File: src/rtl/mmul_tile_controller.sv
// Tile sequencer for an output-stationary N x N systolic array: clears the
// accumulators, streams K operand beats, flushes the skew, then drains N result rows.
module mmul_tile_controller #(
  parameter int unsigned N            = 4,
  parameter int unsigned DATA_WIDTH   = 8,
  parameter int unsigned RESULT_WIDTH = 32,
  parameter int unsigned KW           = 8,
  parameter int unsigned CW           = 32,
  localparam int unsigned RSW         = (N > 1) ? $clog2(N) : 1
) (
  input  logic                           i_clk,
  input  logic                           i_reset,
  input  logic                           i_start,
  input  logic [KW-1:0]                  i_k_len,
  input  logic [2*N*DATA_WIDTH-1:0]      i_in_tdata,
  input  logic                           i_in_tvalid,
  output logic                           o_in_tready,
  output logic [N*DATA_WIDTH-1:0]        o_arr_a,
  output logic [N*DATA_WIDTH-1:0]        o_arr_b,
  output logic                           o_arr_en,
  output logic                           o_arr_clear,
  output logic [RSW-1:0]                 o_arr_row_sel,
  input  logic [N*RESULT_WIDTH-1:0]      i_arr_result,
  output logic [N*RESULT_WIDTH-1:0]      o_out_tdata,
  output logic                           o_out_tvalid,
  input  logic                           i_out_tready,
  output logic                           o_out_tlast,
  output logic                           o_busy,
  output logic                           o_done,
  output logic [CW-1:0]                  o_perf_cycles
);

  localparam int unsigned SliceW    = N * DATA_WIDTH;
  localparam int unsigned FlushLen  = 2 * N - 1;
  localparam int unsigned FW        = $clog2(2 * N);
  localparam logic [FW-1:0]  FlushLast = FW'(FlushLen - 1);
  localparam logic [RSW-1:0] RowLast   = RSW'(N - 1);
  localparam logic [CW-1:0]  PerfMax   = '1;

  typedef enum logic [2:0] {
    StIdle,
    StClear,
    StFeed,
    StFlush,
    StDrain,
    StDone
  } state_e;

  state_e         r_state;
  state_e         w_state_nxt;
  logic [KW-1:0]  r_k_len;
  logic [KW-1:0]  r_beat;
  logic [FW-1:0]  r_flush;
  logic [RSW-1:0] r_row;
  logic [CW-1:0]  r_perf;

  logic          w_start_ok;
  logic          w_in_hs;
  logic          w_out_hs;
  logic [KW-1:0] w_beat_nxt;
  logic          w_last_beat;
  logic          w_last_flush;
  logic          w_last_row;
  logic          w_count;

  assign w_start_ok   = (r_state == StIdle) && i_start && (i_k_len != '0);
  assign w_in_hs      = (r_state == StFeed) && i_in_tvalid;
  assign w_out_hs     = (r_state == StDrain) && i_out_tready;
  assign w_beat_nxt   = r_beat + KW'(1);
  assign w_last_beat  = (w_beat_nxt == r_k_len);
  assign w_last_flush = (r_flush == FlushLast);
  assign w_last_row   = (r_row == RowLast);
  // DONE is deliberately excluded so perf_cycles is final while done pulses.
  assign w_count      = (r_state == StClear) || (r_state == StFeed) ||
                        (r_state == StFlush) || (r_state == StDrain);

  always_comb begin
    w_state_nxt = r_state;
    unique case (r_state)
      StIdle:  if (w_start_ok) w_state_nxt = StClear;
      StClear: w_state_nxt = StFeed;
      StFeed:  if (w_in_hs && w_last_beat) w_state_nxt = StFlush;
      StFlush: if (w_last_flush) w_state_nxt = StDrain;
      StDrain: if (w_out_hs && w_last_row) w_state_nxt = StDone;
      StDone:  w_state_nxt = StIdle;
      default: w_state_nxt = StIdle;
    endcase
  end

  always_comb begin
    o_in_tready  = 1'b0;
    o_arr_en     = 1'b0;
    o_arr_clear  = 1'b0;
    o_arr_a      = '0;
    o_arr_b      = '0;
    o_out_tvalid = 1'b0;
    o_out_tdata  = '0;
    o_out_tlast  = 1'b0;
    o_done       = 1'b0;
    unique case (r_state)
      StClear: o_arr_clear = 1'b1;
      StFeed: begin
        o_in_tready = 1'b1;
        o_arr_en    = i_in_tvalid;
        // Operands go straight through; a bubble presents zeros and freezes the array.
        if (i_in_tvalid) begin
          o_arr_a = i_in_tdata[SliceW-1:0];
          o_arr_b = i_in_tdata[2*SliceW-1:SliceW];
        end
      end
      StFlush: o_arr_en = 1'b1;
      StDrain: begin
        o_out_tvalid = 1'b1;
        o_out_tdata  = i_arr_result;
        o_out_tlast  = w_last_row;
      end
      StDone:  o_done = 1'b1;
      default: ;
    endcase
  end

  assign o_busy        = (r_state != StIdle);
  assign o_arr_row_sel = r_row;
  assign o_perf_cycles = r_perf;

  always_ff @(posedge i_clk) begin
    if (i_reset) begin
      r_state <= StIdle;
    end else begin
      r_state <= w_state_nxt;
    end
  end

  always_ff @(posedge i_clk) begin
    if (i_reset) begin
      r_k_len <= '0;
      r_beat  <= '0;
      r_flush <= '0;
      r_row   <= '0;
    end else begin
      unique case (r_state)
        StIdle: begin
          if (w_start_ok) begin
            r_k_len <= i_k_len;
            r_beat  <= '0;
            r_flush <= '0;
            r_row   <= '0;
          end
        end
        StFeed:  if (w_in_hs) r_beat <= w_beat_nxt;
        StFlush: r_flush <= w_last_flush ? '0 : r_flush + FW'(1);
        StDrain: begin
          if (w_out_hs) r_row <= w_last_row ? '0 : r_row + RSW'(1);
        end
        default: ;
      endcase
    end
  end

  always_ff @(posedge i_clk) begin
    if (i_reset) begin
      r_perf <= '0;
    end else if (w_start_ok) begin
      r_perf <= '0;
    end else if (w_count && (r_perf != PerfMax)) begin
      r_perf <= r_perf + CW'(1);
    end
  end

  // Structural invariants of the sequencer.
  a_no_overlap : assert property (@(posedge i_clk) disable iff (i_reset)
    !(o_in_tready && o_out_tvalid));
  a_clear_alone : assert property (@(posedge i_clk) disable iff (i_reset)
    o_arr_clear |-> !o_arr_en);
  a_done_busy : assert property (@(posedge i_clk) disable iff (i_reset)
    o_done |-> o_busy);
  a_beat_bound : assert property (@(posedge i_clk) disable iff (i_reset)
    (r_state == StFeed) |-> (r_beat < r_k_len));

endmodule
File: config.mk
export PLATFORM = sky130hd
export DESIGN_NAME = mmul_tile_controller
export DESIGN_NICKNAME = d
export VERILOG_FILES = /design/src/rtl/mmul_tile_controller.sv
export SDC_FILE = /design/constraint.sdc
export NUM_CORES = 1
export LEC_CHECK = 0
export CORE_AREA = 2 2 170 172
export DETAILED_ROUTE_END_ITERATION = 10
export DIE_AREA = 0 0 172 174
export GPL_ROUTABILITY_DRIVEN = 0
export PLACE_DENSITY_LB_ADDON = 0.15
export SLEW_MARGIN = 40
export SYNTH_ARGS = -nofsm -noshare
export SYNTH_HDL_FRONTEND = slang
export SYNTH_SLANG_ARGS = --single-unit
File: constraint.sdc
create_clock -name i_clk -period 5 [get_ports i_clk]
set_input_delay 1 -clock i_clk [delete_from_list [all_inputs] [get_ports i_clk]]
set_output_delay 1 -clock i_clk [all_outputs]
set_load 0.005 [all_outputs]
==> impl_metrics.toml <==
[hold_path]
hold_class = "reg -> reg"
min_from = "r_beat[1]"

[clock_tree]
cts_made_buffers = 5
clkSlewWorstSetupHoldPaths_ns = 0.07
cts_setup_buffers = 0
cts-resized-gates = 0
clk-insertion-delay-late_ns = 0.30
htree_levels = 2
root_buffer = "clkbuf_16"
clock_sinks = 56
tritoncts = "built"
ctsHoldBuffers = 0
clockBufferDepth = 2

[grt]
use_met2_pct = 25.1
grt_pass1_vias = 5331
grt_use_met3_pct = 4.64
track_usage_pct = 15.1
gr-max-usage-layer = "met2"
grt_first_pass_wirelength_um = 34100
antenna_found_initial = 6
grt_max_degree = 133
grt_overflow = 0
grtUsageMet1_pct = 20.0

[sta]
slew_headroom_pct = 45.0
tns_ns = 0
setup_ws_ns = 1.29
period_needed_ns = 3.71
finClkSkew_ns = 0.0112
fmax_mhz = 270
slew_viol_final = 0
rsz0062_at_grt = "no"
timing.final.crit_share_pct = 74.2
tightestPinTransition_ns = 0.818
finalHoldViolCount = 0
setup_viol = 0

[yosys]
synthDistinctLibCells = 53
synth_area_leaders = "dfxtp_1 26%, and2_1 19%, and3_1 9.5%, a21oi_1 3.7%, clkbuf_1 3.3%"
synth_area_mm2 = 0.00437
async_reset_ff_share_pct = 0
yosysMostFrequentCell = "and2_1"
synth_top_area_share_pct = 25.7
synthCells = 595
postSynthAreaPerCell_um2 = 7.34
ys_seq_elements = 56
synth_nets = 803
yosys_most_used_dff = "dfxtp_1"
synth-edff-count = 0
yosysTopAreaCell = "dfxtp_1"
ys_warn_count = 0
synth_seq_area_share_pct = 25.7
ys_top_cells_by_count = "133 x and2_1, 66 x and3_1, 56 x dfxtp_1"

[routing]
ant_nets = 0
num_vias = 5656
drc = 0
drt_iter0_markers = 291
vias_per_cell = 4.08
first_pass_iters = 4
wl_per_cell_um = 17.3
routed_wl_um = 24000

[layout]
synthToLayoutAreaGrowth_pct = 112
fillers = 3038
multi_input_area_mm2 = 0.00306
layout-drive-gt1-share_pct = 3.20
nets = 1207
regArea_mm2 = 0.00112

[floorplan]
die_x_um = 172
fp-row-count = 62
dieHeight_um = 174
fp.dieArea_mm2 = 0.0299
io_pins = 438
core-area_mm2 = 0.0282
initial_core_util_pct = 15.5

[worst_setup_path]
r2r_start = "o_perf_cycles[10]"
crit_path_end_kind = "output pin"
worstPathRequired_ns = 4.00
slowest_stage = "clkdlybuf4s50_1"
crit_type = "in -> out"
max_stage_delay_ns = 0.55
crit_arrival_ns = 2.71
crit_start = "i_in_tvalid"
crit_path_frequent_cell = "clkdlybuf4s50_1"
cp_cell_sequence = "clkdlybuf4s50_1 -> buf_4 -> and3_1 -> clkdlybuf4s50_1"
cp_max_fo = 71
cp-start-kind = "primary input"

[outcome]
status = "complete, no violations"

[pwr]
peakVddDrop_mv = 0.119
p_per_area_mw_per_mm2 = 126
p_leak_nw = 3.37

[placement]
io_buffers = 437
place_ws_ns = 1.29
place_hpwl_um = 19800

[job]
max_cap_viol_count = 0
flip-flops by register name (all words and copies together), names as in the netlist:
| name | flops |
|---|---|
| r_state | 3 |
| o_perf_cycles | 32 |
| o_arr_row_sel | 2 |
| r_beat | 8 |
| r_k_len | 8 |
| r_flush | 3 |
area by class of cell:
class | count | share of cell area, %
clock inverter | 1 | 0.0541
tap | 384 | 5.20
timing repair buffer | 442 | 47.9
antenna | 2 | 0.0541
multi-input combinational | 489 | 33.1
clock buffer | 6 | 1.39
sequential | 56 | 12.1
inverter | 5 | 0.203
cell families (layout without fill, tap and decap cells):
kind of cell             Yosys count  count (layout)  synth area share (%)
flip-flops                        56              56                  25.7
AND/OR/NAND/NOR                  375             375                  50.8
XOR/XNOR                          16              16                  3.21
other                              0               2                     0
multiplexers                      12              12                  2.81
AO/OA/AOI/OAI                     83              83                  12.1
adder cells (fa/ha/maj)            3               3                 0.859
buffers and inverters             50             454                  4.55
cell usage in the layout (no fill, tap or decap), types with 3 or more instances in the layout:
cell / instances
xor2_1: 4
nor2b_1: 5
and2_1: 133
o31ai_1: 7
ha_1: 3
mux2i_1: 10
nand4_1: 13
xnor2_1: 12
clkdlybuf4s50_1: 437
a31oi_1: 3
or3_1: 21
a21oi_1: 32
buf_4: 4
nor3_1: 8
nor4_1: 10
nand3_1: 15
nand2_1: 36
a22oi_1: 4
o21ai_0: 23
dfxtp_1: 56
nor2_1: 38
and3_1: 66
inv_1: 5
or4_1: 6
clkbuf_16: 5
metal layers:
layer / up-vias / share of wire (%)
met4: 4 / 0.42
met1: 2543 / 45
met5: - / 0.11
li1: 2893 / -
met3: 12 / 7.6
met2: 204 / 47
metrics by stage:
step	hold slack, ns	util, %	power (W)	instances	area [µm²]
3_3_place_gp	0.479	32.2	0.000829	1376	9100
6_report	0.494	32.7	0.00117	1385	9240
2_1_floorplan	0.463	-	0.000587	595	4370
5_1_grt	0.515	32.7	0.00123	1383	9240
3_5_place_dp	0.484	32.2	0.000829	1376	9100
4_1_cts	0.495	32.7	0.00119	1383	9240
final timing paths:
path | to | cells past startpoint | slack [ns]
worst max register to register | o_perf_cycles[22] | 5 | 2.43
worst min-delay path | r_beat[1] | 2 | 0.49
worst max-delay path | o_arr_b[31] | 4 | 1.29
worst min register to register | r_beat[1] | 2 | 0.49
report_power, final:
part	switching (W)	internal [W]
Combinational	0.000121	0.000223
Sequential	0.0000156	0.000456
Clock	0.000167	0.000183
Total	0.000303	0.000863
worst max-delay path, delay by kind of cell:
kind                   cells  cell delay, ns
buffers and inverters      3            1.44
AND/OR/NAND/NOR            1            0.24
Power figures use the tool's default switching activity.
